### src/rtl/mem_uart_master_if.sv
// Bus bundle for mem_uart_master: the processor-side memory port together with
// the channel-0 message port of the UART multiplexer.
interface mem_uart_master_if;
    logic        mem_req;
    logic        mem_we;
    logic [31:0] mem_addr;
    logic [31:0] mem_wdata;
    logic [3:0]  mem_wmask;
    logic        mem_ready;
    logic        mem_rvalid;
    logic [31:0] mem_rdata;
    logic        mem_wdone;
    logic        mem_err;
    logic        msg_send_flag;
    logic [4:0]  msg_send_length;
    logic [71:0] msg_send_data;
    logic        msg_writable;
    logic        msg_recv_flag;
    logic [4:0]  msg_recv_length;
    logic [71:0] msg_recv_data;
    logic        msg_readable;

    modport master (
        input  mem_req, mem_we, mem_addr, mem_wdata, mem_wmask,
        output mem_ready, mem_rvalid, mem_rdata, mem_wdone, mem_err,
        output msg_send_flag, msg_send_length, msg_send_data,
        input  msg_writable,
        output msg_recv_flag,
        input  msg_recv_length, msg_recv_data, msg_readable
    );

    modport slave (
        output mem_req, mem_we, mem_addr, mem_wdata, mem_wmask,
        input  mem_ready, mem_rvalid, mem_rdata, mem_wdone, mem_err,
        input  msg_send_flag, msg_send_length, msg_send_data,
        output msg_writable,
        input  msg_recv_flag,
        output msg_recv_length, msg_recv_data, msg_readable
    );
endinterface

### src/rtl/mem_uart_master.sv
// Memory-bus to UART-message bridge (channel 0): posted writes, blocking reads.
// Optional read-response timeout enabled by defining MEM_UART_MASTER_TIMEOUT_EN.
module mem_uart_master #(
    parameter int unsigned TIMEOUT_CYCLES = 65535
) (
    input  logic              CLK,
    input  logic              RST,
    mem_uart_master_if.master bus
);

    typedef enum logic [1:0] {IDLE, SEND, WAIT_RSP} state_t;

    state_t      r_state, w_state_nxt;

    logic        r_we;
    logic [31:0] r_addr;
    logic [31:0] r_wdata;
    logic [3:0]  r_wmask;

    logic        r_rvalid, w_rvalid;
    logic        r_wdone, w_wdone;
    logic        r_err, w_err;
    logic        r_send_flag, w_send_flag;
    logic        r_recv_flag, w_recv_flag;
    logic [31:0] r_rdata, w_rdata;
    logic [4:0]  r_send_len, w_send_len;
    logic [71:0] r_send_data, w_send_data;
    logic        w_latch;
    logic        w_rx_avail;
    logic        w_rx_good;

`ifdef MEM_UART_MASTER_TIMEOUT_EN
    logic [31:0] r_tmo_cnt, w_tmo_cnt_nxt;
`else
    if (TIMEOUT_CYCLES == 0) begin : g_timeout_unused
    end
`endif

    // The pop flag is registered, so the message popped last edge is still
    // visible this cycle; ignore it to avoid consuming it twice.
    assign w_rx_avail = bus.msg_readable && !r_recv_flag;
    assign w_rx_good  = w_rx_avail && (bus.msg_recv_length == 5'd4);

    always_ff @(posedge CLK or negedge RST) begin
        if (!RST) begin
            r_state <= IDLE;
        end else begin
            r_state <= w_state_nxt;
        end
    end

    always_comb begin
        w_state_nxt = r_state;
        w_latch     = 1'b0;
        w_rvalid    = 1'b0;
        w_wdone     = 1'b0;
        w_err       = 1'b0;
        w_send_flag = 1'b0;
        w_recv_flag = 1'b0;
        w_rdata     = r_rdata;
        w_send_len  = r_send_len;
        w_send_data = r_send_data;
`ifdef MEM_UART_MASTER_TIMEOUT_EN
        w_tmo_cnt_nxt = r_tmo_cnt;
`endif
        case (r_state)
            IDLE: begin
                if (w_rx_avail) begin
                    w_recv_flag = 1'b1;
                    w_err       = 1'b1;
                end
                if (bus.mem_req) begin
                    if (bus.mem_we && (bus.mem_wmask == 4'd0)) begin
                        w_wdone = 1'b1;
                    end else begin
                        w_latch     = 1'b1;
                        w_state_nxt = SEND;
                    end
                end
            end
            SEND: begin
                if (bus.msg_writable) begin
                    w_send_flag = 1'b1;
                    if (r_we) begin
                        w_send_len  = 5'd9;
                        w_send_data = {4'h0, r_wmask, r_addr, r_wdata};
                        w_wdone     = 1'b1;
                        w_state_nxt = IDLE;
                    end else begin
                        w_send_len  = 5'd5;
                        w_send_data = {40'h0, r_addr};
                        w_state_nxt = WAIT_RSP;
`ifdef MEM_UART_MASTER_TIMEOUT_EN
                        w_tmo_cnt_nxt = 32'd0;
`endif
                    end
                end
            end
            WAIT_RSP: begin
                if (w_rx_avail) begin
                    w_recv_flag = 1'b1;
                    if (w_rx_good) begin
                        w_rdata     = bus.msg_recv_data[31:0];
                        w_rvalid    = 1'b1;
                        w_state_nxt = IDLE;
                    end else begin
                        w_err = 1'b1;
                    end
                end
`ifdef MEM_UART_MASTER_TIMEOUT_EN
                if (!w_rx_good) begin
                    if (r_tmo_cnt >= TIMEOUT_CYCLES - 1) begin
                        w_rvalid    = 1'b1;
                        w_err       = 1'b1;
                        w_rdata     = 32'hDEADBEEF;
                        w_state_nxt = IDLE;
                    end else begin
                        w_tmo_cnt_nxt = r_tmo_cnt + 32'd1;
                    end
                end
`endif
            end
            default: w_state_nxt = IDLE;
        endcase
    end

    always_ff @(posedge CLK or negedge RST) begin
        if (!RST) begin
            r_rvalid    <= 1'b0;
            r_wdone     <= 1'b0;
            r_err       <= 1'b0;
            r_send_flag <= 1'b0;
            r_recv_flag <= 1'b0;
            r_rdata     <= 32'd0;
            r_send_len  <= 5'd0;
            r_send_data <= 72'd0;
        end else begin
            r_rvalid    <= w_rvalid;
            r_wdone     <= w_wdone;
            r_err       <= w_err;
            r_send_flag <= w_send_flag;
            r_recv_flag <= w_recv_flag;
            r_rdata     <= w_rdata;
            r_send_len  <= w_send_len;
            r_send_data <= w_send_data;
        end
    end

`ifdef MEM_UART_MASTER_TIMEOUT_EN
    always_ff @(posedge CLK or negedge RST) begin
        if (!RST) begin
            r_tmo_cnt <= 32'd0;
        end else begin
            r_tmo_cnt <= w_tmo_cnt_nxt;
        end
    end
`endif

    // Request fields are only consumed in SEND, so they need no reset.
    always_ff @(posedge CLK) begin
        if (w_latch) begin
            r_we    <= bus.mem_we;
            r_addr  <= bus.mem_addr;
            r_wdata <= bus.mem_wdata;
            r_wmask <= bus.mem_wmask;
        end
    end

    assign bus.mem_ready       = (r_state == IDLE);
    assign bus.mem_rvalid      = r_rvalid;
    assign bus.mem_rdata       = r_rdata;
    assign bus.mem_wdone       = r_wdone;
    assign bus.mem_err         = r_err;
    assign bus.msg_send_flag   = r_send_flag;
    assign bus.msg_send_length = r_send_len;
    assign bus.msg_send_data   = r_send_data;
    assign bus.msg_recv_flag   = r_recv_flag;

endmodule

### src/flat_wrapper.sv
// flat-port wrapper written by rule: the top's interface ports become plain ports
module mem_uart_master_flat 
#(
    parameter int unsigned TIMEOUT_CYCLES = 65535
)
  (CLK, RST, bus_mem_req, bus_mem_we, bus_mem_addr, bus_mem_wdata, bus_mem_wmask, bus_mem_ready, bus_mem_rvalid, bus_mem_rdata, bus_mem_wdone, bus_mem_err, bus_msg_send_flag, bus_msg_send_length, bus_msg_send_data, bus_msg_writable, bus_msg_recv_flag, bus_msg_recv_length, bus_msg_recv_data, bus_msg_readable);
  mem_uart_master_if bus_i ();
  input  logic CLK;
  input  logic RST;
  input wire logic [$bits(bus_i.mem_req)-1:0] bus_mem_req;
  input wire logic [$bits(bus_i.mem_we)-1:0] bus_mem_we;
  input wire logic [$bits(bus_i.mem_addr)-1:0] bus_mem_addr;
  input wire logic [$bits(bus_i.mem_wdata)-1:0] bus_mem_wdata;
  input wire logic [$bits(bus_i.mem_wmask)-1:0] bus_mem_wmask;
  output wire logic [$bits(bus_i.mem_ready)-1:0] bus_mem_ready;
  output wire logic [$bits(bus_i.mem_rvalid)-1:0] bus_mem_rvalid;
  output wire logic [$bits(bus_i.mem_rdata)-1:0] bus_mem_rdata;
  output wire logic [$bits(bus_i.mem_wdone)-1:0] bus_mem_wdone;
  output wire logic [$bits(bus_i.mem_err)-1:0] bus_mem_err;
  output wire logic [$bits(bus_i.msg_send_flag)-1:0] bus_msg_send_flag;
  output wire logic [$bits(bus_i.msg_send_length)-1:0] bus_msg_send_length;
  output wire logic [$bits(bus_i.msg_send_data)-1:0] bus_msg_send_data;
  input wire logic [$bits(bus_i.msg_writable)-1:0] bus_msg_writable;
  output wire logic [$bits(bus_i.msg_recv_flag)-1:0] bus_msg_recv_flag;
  input wire logic [$bits(bus_i.msg_recv_length)-1:0] bus_msg_recv_length;
  input wire logic [$bits(bus_i.msg_recv_data)-1:0] bus_msg_recv_data;
  input wire logic [$bits(bus_i.msg_readable)-1:0] bus_msg_readable;
  assign bus_i.mem_req = bus_mem_req;
  assign bus_i.mem_we = bus_mem_we;
  assign bus_i.mem_addr = bus_mem_addr;
  assign bus_i.mem_wdata = bus_mem_wdata;
  assign bus_i.mem_wmask = bus_mem_wmask;
  assign bus_mem_ready = bus_i.mem_ready;
  assign bus_mem_rvalid = bus_i.mem_rvalid;
  assign bus_mem_rdata = bus_i.mem_rdata;
  assign bus_mem_wdone = bus_i.mem_wdone;
  assign bus_mem_err = bus_i.mem_err;
  assign bus_msg_send_flag = bus_i.msg_send_flag;
  assign bus_msg_send_length = bus_i.msg_send_length;
  assign bus_msg_send_data = bus_i.msg_send_data;
  assign bus_i.msg_writable = bus_msg_writable;
  assign bus_msg_recv_flag = bus_i.msg_recv_flag;
  assign bus_i.msg_recv_length = bus_msg_recv_length;
  assign bus_i.msg_recv_data = bus_msg_recv_data;
  assign bus_i.msg_readable = bus_msg_readable;
  mem_uart_master #(.TIMEOUT_CYCLES(TIMEOUT_CYCLES)) u_core (.CLK(CLK), .RST(RST), .bus(bus_i));
endmodule
### config.mk
export PLATFORM = sky130hd
export DESIGN_NAME = mem_uart_master_flat
export DESIGN_NICKNAME = d
export VERILOG_FILES = /design/src/rtl/mem_uart_master_if.sv /design/src/rtl/mem_uart_master.sv /design/src/flat_wrapper.sv
export SDC_FILE = /design/constraint.sdc
export NUM_CORES = 1
export LEC_CHECK = 0
export CORE_MARGIN = 2
export CORE_UTILIZATION = 30
export DETAILED_ROUTE_END_ITERATION = 10
export GPL_TIMING_DRIVEN = 0
export PLACE_DENSITY_LB_ADDON = 0.2
export SYNTH_ARGS = -nofsm -noshare
export SYNTH_HDL_FRONTEND = slang
export SYNTH_SLANG_ARGS = --single-unit
### constraint.sdc
create_clock -name CLK -period 6.88 [get_ports CLK]
set_clock_uncertainty 0.05 [all_clocks]
set_input_delay 0.688 -clock CLK [delete_from_list [all_inputs] [get_ports CLK]]
set_output_delay 0.688 -clock CLK [all_outputs]
set_load 0.02 [all_outputs]
After elaboration in Yosys (flattened, before gate mapping)

Cells that the tools add are included.

Equality and inequality tests: 8
Multiplexer cells: 27
Reduce and logical (&&, ||, !) cells: 10

Operators by type and width:

| kind                 | count |
|---|---|
| $mux W68             | 1 |
| $mux W1              | 16 |
| $mux W2              | 6 |
| $ne A2 B2 Y1 const B | 3 |
| $pmux W2 S3          | 1 |
| $eq A5 B3 Y1 const B | 1 |
| $reduce_and A5 Y1    | 1 |
| $logic_not A4 Y1     | 1 |
| $mux W4              | 1 |
| $ne A2 B1 Y1 const B | 2 |
| $pmux W1 S2          | 2 |
| $logic_and A1 B1 Y1  | 3 |
| $reduce_and A3 Y1    | 1 |
| $eq A2 B1 Y1 const B | 1 |
| $eq A2 B2 Y1 const B | 1 |
| $logic_not A2 Y1     | 1 |
| $reduce_and A2 Y1    | 1 |
| $reduce_or A2 Y1     | 1 |
| $logic_not A1 Y1     | 1 |

Register bits after elaboration: 185
Output and inout port bits: 115
Logic and storage cells: 58

Longest topological paths before layout

Gate-level depths: netlist of run 1.

Word-level depth: 6
Depth in mapped cells: 6
Depth with buffers taken out: 4

Worst setup path before layout of run 1

OpenSTA, ideal clock, no wires.

Path kind: reg2reg
Start point: register u_core.r_state[0]
End point: register u_core.r_addr[0] (enable)
Library setup time: 0.519 ns
Data arrival time: 4.262 ns
Data required time: 6.311 ns
Setup slack: 2.050 ns
Cell stages (with the launch flop): 4
Buffers on the path: 0
Clock period less this slack: 4.830 ns
Path through: dfrtp_1 nor2_1 nand2_1 a21oi_1

Longest elaborated chain between the ends: 2

Ends and longest elaborated chain:

| what                     | RTL line               | text |
|---|---|---|
| start: declaration       | mem_uart_master.sv:13  | `state_t r_state, w_state_nxt;` |
| start signal: assignment | mem_uart_master.sv:48  | `r_state <= w_state_nxt;` |
| $logic_not A2 Y1         | --                     |  |
| via bus_mem_ready        | flat_wrapper.sv:15     | `output wire logic [$bits(bus_i.mem_ready)-1:0] bus_mem_ready;` |
| $mux W1                  | mem_uart_master.sv:66  | `case (r_state)` |
| via u_core.w_latch       | mem_uart_master.sv:28  | `logic w_latch;` |
| end signal: assignment   | mem_uart_master.sv:163 | `r_addr <= bus.mem_addr;` |
| end: declaration         | mem_uart_master.sv:16  | `logic [31:0] r_addr;` |

The timed path passes the listed nets, and every way through them passes these cells.
A chain may end at the register's enable or synchronous reset.

Worst setup path after layout of run 1

Start point: input port bus_mem_wmask[1]
End point: register u_core.r_wdata[12] (enable)

Longest elaborated chain between the ends: 5

Ends and longest elaborated chain:

| what                   | RTL line               | text |
|---|---|---|
| start: declaration     | flat_wrapper.sv:14     | `input wire logic [$bits(bus_i.mem_wmask)-1:0] bus_mem_wmask;` |
| $logic_not A4 Y1       | mem_uart_master.sv:73  | `if (bus.mem_we && (bus.mem_wmask == 4'd0)) begin` |
| $logic_and A1 B1 Y1    | mem_uart_master.sv:73  |  |
| $mux W1                | mem_uart_master.sv:73  |  |
| $mux W1                | mem_uart_master.sv:72  | `if (bus.mem_req) begin` |
| $mux W1                | mem_uart_master.sv:66  |  |
| via u_core.w_latch     | mem_uart_master.sv:28  |  |
| end signal: assignment | mem_uart_master.sv:164 | `r_wdata <= bus.mem_wdata;` |
| end: declaration       | mem_uart_master.sv:17  | `logic [31:0] r_wdata;` |

The timed path passes the listed nets, and every way through them passes these cells.

==> impl_summary.md, run 1 <==
Pwr
In this run the static leakage power is 0.00436 uW. Of the total power, registers draw 0.411. In this run the power density over the cells is 396 nW/um^2. The peak ir drop on the vdd network is 0.158 mV. The switching power as a share of total power is 0.352. Internal power comes to 2550 uW. The share of total power dissipated in the clock network is 0.248. The proportion of power drawn by combinational gates is 0.341. The switching power total is 1390 uW.

Critical path
The cell family contributing the most delay on the critical path is buffers and inverters. Of all nets on the critical path, the largest fanout is 30. The worst reg2reg path startpoint is u_core.r_state[0]$_DFFE_PN0P_.

For this design, the slowest cell found on the critical path is sky130_fd_sc_hd__nor4_1. The critical path data arrival time is 2.74 ns. STA puts the critical path data required time at 7.01 ns. The count of buffering cells on the critical path with inverters included is 3. The end of the worst register-to-register path is u_core.r_wdata[12]$_DFFE_PP_. The worst-case register-to-register setup slack is 4.65 ns. The worst setup path is of the primary input to flop kind. The biggest cell delay along the critical path is 0.76 ns.

The type of element capturing the critical path is a flop. The signal on the critical path passes through clkdlybuf4s50_1 > nor4_1 > a21oi_4 > buf_16 > buf_12. The element type at the critical path start is a primary input. Measured in cells, the most critical reg-to-reg path has a length of 5.

Clock network
In this run the deepest clock path goes through 2 buffers. The number of gates resized after CTS was 0. The number of levels in the clock H-tree is 4. The insertion delay of the later-clocked pin in the worst-skew pair is 0.43 ns. The buffer count from post-CTS setup fixing is 0. The root buffer cell is sky130_fd_sc_hd__clkbuf_16. The number of hold buffers added after cts is 0. The CTS tree is built.

The number of buffers added by the clock tree synthesis step is 17. The total clock sinks is 179. After clock tree synthesis, the clock-pin slew on the worst setup and hold paths is 0.07 ns.

Global routing
The initial antenna violation count was 1. The global-route total usage across every layer is 0.150. The overflow left after global routing is 0.

The first global-routing pass estimated 27100 um of wire. The via count of the first global-routing pass was 4712. The maximum number of pins on one net before global-route repair is 57.

Floorplanning
Measured along the y axis, the die boundary spans 154 um. The I/O pin total is 266. The initial utilization of the core area, before any placement, comes to 0.307. In this run the horizontal extent of the chip is 154 um. The die covers 23600 sq um. The floorplan has 54 rows. The core footprint is 21900 sq um.

Yosys
A synthesized cell averages 14.1 sq um. The post-synthesis share of cell area spent on full adders, half adders and majority gates is 0. The share of synthesized cell area in and, or, nand and nor gates is 0.103. The number of distinct library cell variants in the gate-level netlist after synthesis is 27. For this run, the leading register cell type out of synthesis is sky130_fd_sc_hd__dfrtp_1. For this run, the number of Yosys warnings is 0. Counting instances in the post-synthesis netlist gives the leading cell types as 110 x sky130_fd_sc_hd__dfrtp_1, 110 x sky130_fd_sc_hd__nand2_1, 69 x sky130_fd_sc_hd__edfxtp_1. The share of flip-flops with an asynchronous set or reset is 0.615.

The combinational family with the most area after synthesis is multiplexers. The cell count after synthesis came out at 475. The leading area contributor after synthesis is sky130_fd_sc_hd__dfrtp_1. The number of storage elements in the synthesis netlist is 179. The synthesized cell area is 6710 sq um. Measured against the total synthesized area, the mux share comes to 0.118.

The xor/xnor share of the synthesized area is 0. Of the post-synthesis cell area, the dominant cell type holds 0.410. Of the synthesized area, sequential elements account for 0.719.

In this run, synthesis inferred 69 flip-flops with an integrated enable. The complex-gate fraction of the synthesized area came to 0.0306. In the post-synthesis netlist, the biggest area contributors are sky130_fd_sc_hd__dfrtp_1 41%, sky130_fd_sc_hd__edfxtp_1 31%, sky130_fd_sc_hd__mux2_4 6.5%.

Routing
The first detailed-routing pass ran for 4 iterations. The number of vias per cell after detailed routing is 4.44. Dividing the detail-routed wire length by the instance count gives 17.4 um. The routed wire length is 17700 um.

In this run the remaining antenna-violating nets after routing total 0. The DRC violation count after routing is 0. The number of design-rule violations left by the first detailed-router iteration is 188. The via count is 4507.

STA
The final worst-path cycle share is 0.379. The final number of max-transition violations is 0. The hold violation count in the final report is 0. The maximum clock frequency is 383 MHz. The worst pin sits at a relative slew slack of 0.422. The accumulated negative setup slack is 0 ns.

Setup violations remaining at the end of the flow were counted as 0. Setup repair after global routing left no endpoint under its margin. For the pin with the worst max-slew slack, the measured transition is 0.859 ns. The minimum period implied by the final worst setup slack is 2.61 ns.

Layout
In the final layout, the share of cells above drive strength 1 is 0.124. The final layout contains 872 nets. The filler cells instantiated in the layout total 1981. The area growth from synthesis to layout is 48.4%.

The area of all placed cells without fillers is 9960 sq um.

Placement
The final weighted congestion in routability-driven placement is 0.778. The standard cell area after detailed placement is 9360 sq um. The post-DP HPWL is 12800 um. During placement, the flow inserted port buffers numbering 219.

Run status
The run finished with clean final reports.

Hold path
The type of the tightest min-delay check is primary input to asynchronous set/reset pin.

Run
The count of max-cap constraint violations is 0.
==> worst max path at each step <==
stage / startpoint / to / slack (ns) / depth (start not counted)
2_1_floorplan: u_core.r_state[0]$_DFFE_PN0P_ / u_core.r_addr[0]$_DFFE_PP_ / 2.05 / 3
3_3_place_gp: bus_mem_wmask[3] / u_core.r_wdata[23]$_DFFE_PP_ / -0.03 / 3
3_5_place_dp: bus_mem_wmask[1] / u_core.r_wdata[23]$_DFFE_PP_ / 3.77 / 5
4_1_cts: bus_mem_wmask[1] / u_core.r_wdata[12]$_DFFE_PP_ / 4.22 / 5
5_1_grt: bus_mem_wmask[1] / u_core.r_wdata[12]$_DFFE_PP_ / 4.13 / 5
6_report: bus_mem_wmask[1] / u_core.r_wdata[12]$_DFFE_PP_ / 4.27 / 5
==> cells in the final DEF (no fill, tap or decap), drive strengths merged, types with 4 or more instances in the layout <==
cell / count
inv: 14
clkinv: 4
nand3: 37
dfrtp: 110
conb: 6
edfxtp: 69
o21ai: 34
clkbuf: 30
mux2i: 32
mux2: 32
clkdlybuf4s50: 218
buf: 23
nand2: 110
==> final cells by class <==
cell class	instances	area (sq um)	area share
clock buffer	17	425	0.0427
sequential	179	4820	0.484
antenna	1	2.50	0.000251
multi-input combinational	265	1720	0.173
buffer	32	180	0.0181
clock inverter	15	175	0.0176
inverter	4	15.0	0.00151
timing repair buffer	222	2260	0.227
tap	280	350	0.0352
==> metal layers <==
metal / wire length [um] / vias up / global-route usage
met5: 10 / - / 0
met4: 196 / 2 / 0.0419
met3: 1400 / 16 / 0.0541
met2: 8270 / 174 / 0.239
met1: 7800 / 2184 / 0.196
li1: - / 2131 / -
==> power by group through the flow <==
stage,Clock [uW],Sequential (uW),Combinational (uW)
after floorplan,0,1900,363
after global placement,0,1660,1320
after detailed placement,0,1640,1370
after CTS,1010,1630,1370
after global routing,1050,1660,1450
final,977,1620,1340
==> flip-flops by register name, indices dropped and copies added, names as in the netlist, 2 cells and up <==
| signal | count |
|---|---|
| u_core.bus.msg_send_length | 3 |
| u_core.bus.mem_rdata | 32 |
| u_core.r_addr | 32 |
| u_core.r_wmask | 4 |
| u_core.r_state | 2 |
| u_core.bus.msg_send_data | 68 |
| u_core.r_wdata | 32 |
==> kinds of logic after synthesis <==
kind of cell    count (synthesis)
flops                         179
simple gates                  156
mux                            64
compound gates                 39
buf+inv                        36
other cells                     1
==> metrics by stage <==
stage | worst slack [ns] | util | power [uW] | cells | hold WS (ns)
finish | 4.27 | 0.455 | 3940 | 1015 | 0.261
global route | 4.13 | 0.455 | 4160 | 1014 | 0.324
CTS | 4.22 | 0.455 | 4000 | 1014 | 0.294
detailed placement | 3.77 | 0.427 | 3010 | 982 | 0.406
global placement | -0.0257 | 0.424 | 2970 | 979 | 0.402
floorplan | 2.05 | - | 2260 | 480 | 0.342
Note: power is estimated with default switching activity, not from simulation.
==> run 2, diff against run 1 <==
Clock period 6.88 ns to 2.4 ns, I/O delays scaled along.
==> impl_summary.md, run 2 (same netlist as run 1, synthesis figures left out) <==
Critical path
The end of the worst register-to-register path was u_core.bus.msg_send_data[29]$_DFFE_PN0P_ (was u_core.r_wdata[12]$_DFFE_PP_). The required arrival time at the worst endpoint was 2.69 ns (was 7.01 ns). The capture point of the worst path is u_core.bus.msg_send_data[29]$_DFFE_PN0P_ (was u_core.r_wdata[12]$_DFFE_PP_).

The count of buffering cells on the critical path with inverters included is 2 (was 3). The critical path data arrival time came to 2.39 ns (was 2.74 ns). The number of cells traversed by the worst register-to-register path is 5 (unchanged). The biggest cell delay along the critical path is 0.48 ns (was 0.76 ns). Crit path cell chain: nand3b_1 > buf_2 > clkbuf_1 > nand2_1 > o21ai_0 (was clkdlybuf4s50_1 > nor4_1 > a21oi_4 > buf_16 > buf_12). The number of cells on the critical path is 5 (unchanged). The gate family responsible for the most delay along the worst path is buffers and inverters (unchanged).

The type of element capturing the critical path is a flop (unchanged). The cell with the biggest individual delay on the critical path was sky130_fd_sc_hd__dfrtp_1 (was sky130_fd_sc_hd__nor4_1). The element type at the critical path start is a flop (was primary input). The worst reg2reg path startpoint is u_core.r_state[0]$_DFFE_PN0P_ (unchanged). The startpoint of the most critical setup path is u_core.r_state[0]$_DFFE_PN0P_ (was bus_mem_wmask[1]). The largest fanout on the critical path was 10 (was 30). The type of the worst setup path is flop to flop (was primary input to flop).

The worst-case register-to-register setup slack was 0.30 ns (was 4.65 ns).

Routing
The DRC violation count after routing came to 0 (unchanged). The via count is 4536 (was 4507). The number of vias per cell after detailed routing is 4.47 (was 4.44). The routed wire length is 17800 um (was 17700 um).

The total iterations of the first detailed-routing run is 4 (unchanged). The number of design-rule violations left by the first detailed-router iteration is 193 (was 188). The post-route antenna net violation count is 0 (unchanged). The routed wire length per instance is 17.5 um (was 17.4 um).

Pwr
The internal power of the cells came to 7380 uW (was 2550 uW). The sequential share of power is 0.412 (was 0.411). The peak ir drop on the vdd network came to 0.516 mV (was 0.158 mV). The total power is 11300 uW (was 3940 uW). The leakage component of the power came to 0.00435 uW (was 0.00436 uW). The proportion of power drawn by combinational gates is 0.341 (about the same).

The part of the total power dissipated in the clock network came to 0.247 (was 0.248). The total power per unit cell area is 1140 nW/um^2 (was 396 nW/um^2). The switching power total is 3930 uW (was 1390 uW). The switching power as a share of total power is 0.347 (was 0.352).

Global routing
The global-route total usage across every layer was 0.153 (was 0.150). The via count of the first global-routing pass is 4715 (was 4712). The maximum number of pins on one net before global-route repair is 61 (was 57). The global-route wire length before repair is 27700 um (was 27100 um). The overflow left after global routing is 0 (unchanged). The initial antenna violation count is 0 (was 1).

Clock network
The number of hold buffers added after cts came to 1 (was 0). The post-CTS clock slew at the launch and capture registers of the worst setup and hold paths is 0.07 ns (about the same). The buffer count from post-CTS setup fixing came to 0 (unchanged). The number of buffers added by the clock tree synthesis step is 17 (unchanged). The CTS tree is built (unchanged). The total clock sinks is 179 (unchanged). The maximum root-to-sink buffer count came to 2 (unchanged). The insertion delay of the later-clocked pin in the worst-skew pair came to 0.43 ns (about the same). The root buffer cell was sky130_fd_sc_hd__clkbuf_16 (unchanged). The post-cts sizing count came to 0 (unchanged). The number of levels in the clock H-tree is 4 (unchanged).

Floorplanning
The floorplan die width is 154 um (unchanged). The number of core rows is 54 (unchanged). The core footprint is 21900 sq um (unchanged). The die outline height is 154 um (unchanged).

The I/O pin total is 266 (unchanged). The area enclosed by the die boundary is 23600 sq um (unchanged). The effective utilization at floorplan came to 0.307 (unchanged).

Hold path
The type of the tightest min-delay check is primary input to asynchronous set/reset pin (unchanged).

STA
Based on the critical path, the design can be clocked at up to 476 MHz. The number of failing setup endpoints in the final timing report is 0 (unchanged). The slew at the pin closest to its max-slew limit was 0.843 ns (was 0.859 ns).

In the finished design, the share of the clock period the worst path needs comes to 0.875. The final number of max-transition violations came to 0 (unchanged). The smallest setup slack after layout came to 0.299 ns (was 4.27 ns). The relative max-transition margin is 0.433 (was 0.422). Setup repair after global routing missed its margin: false (unchanged). The tightest hold margin is 0.278 ns (was 0.261 ns). The routed design could run at a clock period as short as 2.10 ns. The accumulated negative setup slack is 0 ns (unchanged). The hold violation count in the final report is 0 (unchanged).

Placement
The standard cell area after detailed placement is 9360 sq um (about the same). The final weighted congestion in routability-driven placement came to 0.798 (was 0.778). The worst setup slack after placement is -0.0334 ns (was 3.77 ns).

The post-DP HPWL is 12700 um (was 12800 um). The count of buffers from port buffering is 219 (unchanged).

Layout
The most common library cell in the layout ignoring fill and taps was sky130_fd_sc_hd__clkdlybuf4s50_1 (unchanged). The area of all placed cells without fillers was 9960 sq um (about the same). The area added between synthesis and finish is 48.4% (about the same). The antenna cell count is 0 (was 1). The fraction of final layout cells with drive strength greater than 1 is 0.125 (was 0.124). The number of nets at the end of the flow is 873 (was 872). Top library cells by usage in the layout, fill and taps aside: 218 x sky130_fd_sc_hd__clkdlybuf4s50_1, 110 x sky130_fd_sc_hd__nand2_1, 110 x sky130_fd_sc_hd__dfrtp_1 (unchanged).

The number of flip-flops under the largest register name came to 68 (unchanged).

Run status
Status: complete, no violations (unchanged).

Run
The count of max-cap constraint violations was 0 (unchanged).
## run 2: worst reg2reg max path, stage by stage (launching register included)
cell and delay [ns]:
sky130_fd_sc_hd__dfrtp_1 0.48, sky130_fd_sc_hd__nand3b_1 0.45, sky130_fd_sc_hd__buf_2 0.36, sky130_fd_sc_hd__clkbuf_1 0.48, sky130_fd_sc_hd__nand2_1 0.12, sky130_fd_sc_hd__o21ai_0 0.10
## run 2: worst min-delay path by stage
stage	start	endpoint	slack, ns	depth (start not counted)
floorplan	RST	u_core.bus.mem_err$_DFF_PN0_	-0.11	0
global placement	u_core.bus.msg_send_data[65]$_DFFE_PN0P_	u_core.bus.msg_send_data[65]$_DFFE_PN0P_	0.40	2
detailed placement	RST	u_core.bus.mem_rdata[10]$_DFFE_PN0P_	0.18	1
CTS	RST	u_core.bus.mem_rdata[10]$_DFFE_PN0P_	0.27	2
global route	bus_mem_addr[23]	u_core.r_addr[23]$_DFFE_PP_	0.28	1
finish	RST	u_core.bus.mem_rdata[10]$_DFFE_PN0P_	0.28	2
## run 2: through the flow
stage,cells,utilization
global placement,979,0.424
floorplan,480,-
detailed placement,982,0.428
CTS,1015,0.455
global route,1015,0.455
finish,1015,0.455
## run 2: final cells by class
type,instances,area (sq um)
Multi-Input combinational cell,265,1730
Timing Repair Buffer,223,2270
Tap cell,280,350
Inverter,4,15.0
Clock inverter,15,165
Sequential cell,179,4820
Fill cell,2004,11900
Buffer,32,180
Clock buffer,17,425
## run 2: power by group through the flow
stage	registers (uW)	clock network [uW]	logic, uW
floorplan	5410	0	1050
global placement	4710	0	3800
detailed placement	4720	0	3910
CTS	4680	2870	3930
global route	4780	3000	4160
finish	4660	2790	3850
## run 2: per-layer routing
metal / vias to the layer above / share of wire / global-route usage
met5: - / 0 / 0
met4: 0 / 0.0082 / 0.0363
met3: 10 / 0.089 / 0.0552
met2: 200 / 0.46 / 0.234
met1: 2198 / 0.44 / 0.208
li1: 2128 / - / -
